===== src/rtl/bp_predictor_ctrl.sv =====
// ---------------------------------------------------------------------------
// bp_predictor_ctrl
//
// Control stage between the fetch/execute pipeline and a two-read/one-write
// branch-prediction cache of saturating counters.
//   - Read port 0 serves fetch-time guesses.
//   - Read port 1 fetches the counter of a branch being resolved. The updated
//     counter is registered and driven on the write port one cycle later.
//   - The registered (pending) write is forwarded to both read ports, so a
//     same-PC check or guess in the following cycle sees the newest value.
//   - Saturating statistics counters track resolved branches and mispredicts.
//
// Ports
//   i_clk               clock
//   i_reset             asynchronous reset, active low
//   i_guess_pc          fetch PC to predict
//   o_guess_taken       combinational prediction for i_guess_pc
//   i_check_valid       a resolved branch is present this cycle
//   i_check_pc          PC of the resolved branch
//   i_check_taken       actual outcome
//   i_check_pred        prediction originally issued for the branch
//   o_cache_ra0         cache read address 0 (= i_guess_pc)
//   i_cache_dout0       cache port 0 data
//   i_cache_hit0        cache port 0 hit
//   o_cache_ra1         cache read address 1 (= i_check_pc)
//   i_cache_dout1       cache port 1 data
//   i_cache_hit1        cache port 1 hit
//   o_cache_wa          cache write address
//   o_cache_din         cache write data
//   o_cache_we          cache write enable
//   i_stat_clr          synchronous clear of the statistics counters
//   o_stat_branches     resolved branch count (saturating)
//   o_stat_mispredicts  mispredict count (saturating)
// ---------------------------------------------------------------------------
module bp_predictor_ctrl #(
    parameter int unsigned AWIDTH = 32,
    parameter int unsigned CWIDTH = 2
) (
    input  logic              i_clk,
    input  logic              i_reset,
    input  logic [AWIDTH-1:0] i_guess_pc,
    output logic              o_guess_taken,
    input  logic              i_check_valid,
    input  logic [AWIDTH-1:0] i_check_pc,
    input  logic              i_check_taken,
    input  logic              i_check_pred,
    output logic [AWIDTH-1:0] o_cache_ra0,
    input  logic [CWIDTH-1:0] i_cache_dout0,
    input  logic              i_cache_hit0,
    output logic [AWIDTH-1:0] o_cache_ra1,
    input  logic [CWIDTH-1:0] i_cache_dout1,
    input  logic              i_cache_hit1,
    output logic [AWIDTH-1:0] o_cache_wa,
    output logic [CWIDTH-1:0] o_cache_din,
    output logic              o_cache_we,
    input  logic              i_stat_clr,
    output logic [31:0]       o_stat_branches,
    output logic [31:0]       o_stat_mispredicts
);

    localparam logic [CWIDTH-1:0] CntMax    = {CWIDTH{1'b1}};
    localparam logic [CWIDTH-1:0] CntMin    = '0;
    localparam logic [CWIDTH-1:0] CntWeakT  = CWIDTH'(2 ** (CWIDTH - 1));
    localparam logic [CWIDTH-1:0] CntWeakNt = CWIDTH'(2 ** (CWIDTH - 1) - 1);

    // Pending write (also the cache write port)
    logic              r_we;
    logic [AWIDTH-1:0] r_wa;
    logic [CWIDTH-1:0] r_din;

    logic [31:0]       r_branches;
    logic [31:0]       r_mispredicts;

    // Effective read data after forwarding
    logic              w_fwd0;
    logic              w_fwd1;
    logic              w_hit0;
    logic              w_hit1;
    logic [CWIDTH-1:0] w_data0;
    logic [CWIDTH-1:0] w_data1;
    logic [CWIDTH-1:0] w_next;
    logic              w_mispredict;
    logic [31:0]       w_branches_d;
    logic [31:0]       w_mispredicts_d;

    assign o_cache_ra0 = i_guess_pc;
    assign o_cache_ra1 = i_check_pc;

    assign w_fwd0  = r_we && (r_wa == i_guess_pc);
    assign w_fwd1  = r_we && (r_wa == i_check_pc);
    assign w_hit0  = w_fwd0 | i_cache_hit0;
    assign w_hit1  = w_fwd1 | i_cache_hit1;
    assign w_data0 = w_fwd0 ? r_din : i_cache_dout0;
    assign w_data1 = w_fwd1 ? r_din : i_cache_dout1;

    assign o_guess_taken = w_hit0 & w_data0[CWIDTH-1];

    always_comb begin
        w_next = CntWeakNt;
        if (w_hit1) begin
            if (i_check_taken) begin
                w_next = (w_data1 == CntMax) ? w_data1 : w_data1 + 1'b1;
            end else begin
                w_next = (w_data1 == CntMin) ? w_data1 : w_data1 - 1'b1;
            end
        end else begin
            w_next = i_check_taken ? CntWeakT : CntWeakNt;
        end
    end

    assign w_mispredict = i_check_valid && (i_check_pred != i_check_taken);

    always_comb begin
        w_branches_d    = r_branches;
        w_mispredicts_d = r_mispredicts;
        if (i_stat_clr) begin
            w_branches_d    = '0;
            w_mispredicts_d = '0;
        end else begin
            if (i_check_valid && !(&r_branches)) begin
                w_branches_d = r_branches + 32'd1;
            end
            if (w_mispredict && !(&r_mispredicts)) begin
                w_mispredicts_d = r_mispredicts + 32'd1;
            end
        end
    end

    always_ff @(posedge i_clk or negedge i_reset) begin
        if (!i_reset) begin
            r_we          <= 1'b0;
            r_wa          <= '0;
            r_din         <= '0;
            r_branches    <= '0;
            r_mispredicts <= '0;
        end else begin
            r_we          <= i_check_valid;
            if (i_check_valid) begin
                r_wa  <= i_check_pc;
                r_din <= w_next;
            end
            r_branches    <= w_branches_d;
            r_mispredicts <= w_mispredicts_d;
        end
    end

    assign o_cache_we         = r_we;
    assign o_cache_wa         = r_wa;
    assign o_cache_din        = r_din;
    assign o_stat_branches    = r_branches;
    assign o_stat_mispredicts = r_mispredicts;

endmodule


===== config.mk =====
export PLATFORM = sky130hd
export DESIGN_NAME = bp_predictor_ctrl
export DESIGN_NICKNAME = d
export VERILOG_FILES = /design/src/rtl/bp_predictor_ctrl.sv
export SDC_FILE = /design/constraint.sdc
export NUM_CORES = 1
export LEC_CHECK = 0
export ABC_AREA = 1
export CAP_MARGIN = 20
export CELL_PAD_IN_SITES_DETAIL_PLACEMENT = 1
export CELL_PAD_IN_SITES_GLOBAL_PLACEMENT = 1
export CORE_MARGIN = 8
export CORE_UTILIZATION = 35
export DETAILED_ROUTE_END_ITERATION = 10
export MAX_ROUTING_LAYER = met4
export PLACE_DENSITY_LB_ADDON = 0.1
export SETUP_SLACK_MARGIN = 0.15
export SLEW_MARGIN = 20
export SYNTH_ARGS = -nofsm -noshare
export SYNTH_HDL_FRONTEND = slang
export SYNTH_SLANG_ARGS = --single-unit

===== constraint.sdc =====
create_clock -name i_clk -period 5.2 [get_ports i_clk]
set_input_delay 1.04 -clock i_clk [delete_from_list [all_inputs] [get_ports i_clk]]
set_output_delay 1.04 -clock i_clk [all_outputs]
set_load 0.005 [all_outputs]

; ---- Word-level counts from Yosys, hierarchy flattened
; Cells that the tools add are included.
[classes]
add_sub_neg = 4
n_eq_ne = 4
n_mux = 11
n_bitwise = 3
n_reduce_logical = 12
[op_table]
columns = operator, n
row1 = 32-bit two-way mux, 4
row2 = "32-bit by 1-bit adder with 32-bit output, second input constant", 2
row3 = 32-bit == test, 2
row4 = 32-bit AND reduction, 2
row5 = 2-bit two-way mux, 7
row6 = 1-bit logical AND, 5
row7 = 2-bit nonzero test, 2
row8 = "2-bit by 1-bit adder with 2-bit output, second input constant", 1
row9 = "2-bit == test, second input constant", 1
row10 = 1-bit zero test, 2
row11 = 2-bit zero test, 1
row12 = 1-bit OR, 2
row13 = "2-bit by 1-bit subtractor with 2-bit output, second input constant", 1
row14 = 1-bit bitwise AND, 1
row15 = 1-bit != test, 1
[word_totals]
reg_bits = 99
inputBits = 76
output_inout_bits = 164
word_cells = 39

; ---- Depth between registers and ports, before layout
[logic_depth]
ltp_word = 7
ltp_mapped = 16
depth_no_buf = 16

; ---- Least setup slack after synthesis
; Ideal clock, no wire load.
[synth_path]
kind = input-to-output
start = in i_guess_pc[29]
end = out o_guess_taken
t_arrival_ps = 1833
slack_ps = 2327
cell_stages = 7
n_path_buf = 0
cell_sequence = nand2_1 -> o21ai_0 -> nor2_1 -> nand3_1 -> nor4_1 -> nand4_1 -> o21ai_0
[synth_via]
elab_chain_cells = 4
elab_cells_between_ends = 5
[synth_lines]
columns = element, line
row1 = from (decl), 41  ; input logic [AWIDTH-1:0] i_guess_pc,
row2 = 32-bit == test *, 89  ; assign w_fwd0 = r_we && (r_wa == i_guess_pc);
row3 = 1-bit logical AND *, 89
row4 = 1-bit OR or 2-bit two-way mux (tied branches), "91, 93"
row5 = 1-bit bitwise AND *, 96  ; assign o_guess_taken = w_hit0 & w_data0[CWIDTH-1];
row6 = to (decl), 42  ; output logic o_guess_taken,
; Every way passes the cells marked *; elsewhere a longest branch is shown, timed or not.

; ---- Worst setup path in the final report
[layout_path]
start = in i_guess_pc[31]
end = out o_guess_taken
; The elaborated chain is that of the path after synthesis.

==> reports/qor.yml <==
status: "finished clean"
rows: 52
worstSetupPathType: "in -> out"
grt_use_met3_pct: 3.438
placeableCoreArea_mm2: 0.02010
crit_buf_inv: 2
final_layout_size_suffix_gt1_share_pct: 5.597
period_minus_slack_ps: 4426
leakage_nw: 4.084
ys_ff_latch: 99
synth.avg_cell_area_um2: 6.852
total_power_mw: 1.932
fillers: 2572
cts_tree: "yes"
hpwl_um: 20950
multi_input_area_mm2: 0.003531
max-cap-violations: 0
synth_top_area_cell: "dfrtp_1"
seq_area_frac_synth_pct: 34.73
wirelength_um: 26170
cp.required_ps: 4160
worstSetupEndpointType: "output pin"
busiest_layer: "met2"
crit_family: "simple AND/OR/NAND/NOR gates"
yosysMostFrequentCell: "nand2_1"
synthCells: 1041
placed_area_mm2: 0.009289
antenna_found_initial: 1
drc: 0
viasPerCell: 4.826
synth.top_cell.area_share_pct: 34.73
stdcell_area_mm2: 0.009569
cts_hold_buffers: 0
crit_fanout: 3
synth_ff_type: "dfrtp_1"
routabilityCongestion: 0.8584
ir_drop_mv: 0.1406
synth_area_mm2: 0.007133
globalRoute.totalOverflow: 0
die_x_um: 158.8
cts_root_buf: "clkbuf_16"
cts-buffers-inserted: 9
postCtsSetupBuffers: 0
clock_sinks: 99
crit_chain: "clkdlybuf4s50_1, nor2_1, nor2_1, nand4_1, nor4_1, nand4_1, o21ai_0, clkdlybuf4s50_1"
dr.pass1.iters: 5
max_stage_delay_ps: 580
io_pins: 240
grt_pass1_vias: 7751
rrSetupSlack_ps: 2900
synth_edf_count: 0
cts_resized: 0
areaGrowthSynthToFinish_pct: 34.15
dpl_worst_slack_ps: 753.4
synth-async-reset-ratio_pct: 100.0
dieArea_mm2: 0.02520
yosys-top-cells-area: "dfrtp_1, nand2_1, buf_4"
htree_num_levels: 3
wl_per_cell_um: 17.61
slew_viol_final: 0
clockBufferDepth: 2
drt_iter0_markers: 294
hold_viol_final: 0
skew_ps: 6.838
startpoint_type: "input port"
vias: 7171
cpMaxStageDelayCell: "nor4_1"
setup_slack_ps: 774.5
finalNetCount: 1289
portBuffers: 238
synthesis.nets: 1119
clk_pin_slew_worst_paths_ps: 70
slew_headroom_pct: 50.97
regArea_mm2: 0.002477
start_util_pct: 35.48
fin_setup_tns_ps: 0
post-route-period-util_pct: 85.11
die_h_um: 158.8
grt_max_degree: 64
max_freq_mhz: 226.0
finalSetupViolCount: 0
grt_pass1_wl_um: 42980
synth_warnings: 0
grt_use_met2_pct: 37.18
grt_usage_pct: 21.42
insertion_delay_ps: 350
p_per_area_mw_per_mm2: 201.8
holdCritPathClass: "reg -> reg"
ant_nets: 0
arrival_ps: 3390
synthDistinctLibCells: 43
met1_usage_pct: 25.68
synth_common_cells: "nand2_1, inv_1, nor2_1, dfrtp_1, buf_4"
rsz0062_at_grt: "false"
tightest_slew_ps: 735.5
==> where the power goes <==
| part | total, mW | internal [mW] | switching (mW) |
|---|---|---|---|
| registers | 0.828 | 0.797 | 0.0317 |
| logic | 0.419 | 0.203 | 0.216 |
| clock network | 0.684 | 0.373 | 0.311 |
| total | 1.93 | 1.37 | 0.560 |
==> metrics by stage <==
step / std cells / hold slack (ps) / util (%)
after floorplan: 1041 / 495.9 / -
after global placement: 1470 / 517.4 / 46.20
after detailed placement: 1470 / 522.5 / 46.20
after CTS: 1485 / 539.1 / 47.59
after global routing: 1486 / 566.5 / 47.60
final: 1486 / 536.8 / 47.60
==> flip-flops by register name, indices dropped and copies added, names as in the netlist <==
signal / count
o_cache_wa: 32
o_cache_we: 1
o_stat_mispredicts: 32
o_stat_branches: 32
o_cache_din: 2
==> layout make-up <==
type / instances / area share [%]
diodes: 1 / 0.02615
clock buffers: 13 / 2.510
clock inverters: 2 / 0.3923
inverters: 145 / 5.701
multi-input cells: 715 / 36.90
flip-flops and latches: 99 / 25.89
well taps: 270 / 3.530
repair buffers: 241 / 25.05
==> cells in the final DEF (no fill, tap or decap), types with 20 or more instances in the layout <==
| cell type | n |
|---|---|
| nor2_1 | 103 |
| nand2_1 | 301 |
| xor2_1 | 20 |
| o31ai_1 | 20 |
| inv_1 | 128 |
| clkdlybuf4s50_1 | 236 |
| dfrtp_1 | 99 |
| a21oi_1 | 27 |
| nand4_1 | 25 |
| nor3_1 | 33 |
| nand3_1 | 32 |
| o21ai_0 | 60 |
| xnor2_1 | 22 |
==> worst paths after layout <==
kind / startpoint / endpoint / depth (start not counted)
setup / recovery: i_guess_pc[31] / o_guess_taken / 8
setup reg to reg: o_stat_mispredicts[0] / o_stat_mispredicts[2] / 10
max in group asynchronous: i_reset / o_stat_mispredicts[18] / 2
hold reg to reg: o_stat_mispredicts[16] / o_stat_mispredicts[16] / 2
hold / removal: o_stat_mispredicts[16] / o_stat_mispredicts[16] / 2
min in group asynchronous: i_reset / o_stat_branches[10] / 1
==> cell families (layout without fill, tap and decap cells) <==
kind of cell,Yosys count,in the layout,synth area share [%]
buffers and inverters,227,401,15.77
other,0,1,0
AND/OR/NAND/NOR,541,541,33.64
XOR/XNOR,42,42,5.157
flip-flops,99,99,34.73
adder cells (fa/ha/maj),2,2,0.3508
AO/OA/AOI/OAI,130,130,10.35
==> layer usage <==
layer  vias up  share of wire, %
li1       3594                 -
met1      3390                45
met2       165                51
met3        22               3.6
met4         0               1.2
met5         -                 0
==> worst reg2reg max path: stages (launching register included) <==
cell and delay, ps:
dfrtp_1 400, ha_1 170, inv_1 120, nor3_1 290
nand2_1 170, nor2_2 230, nand2_1 100, nand2_2 400
o21ai_0 160, nand2_1 80, nor2_1 50
Power figures use the tool's default switching activity.
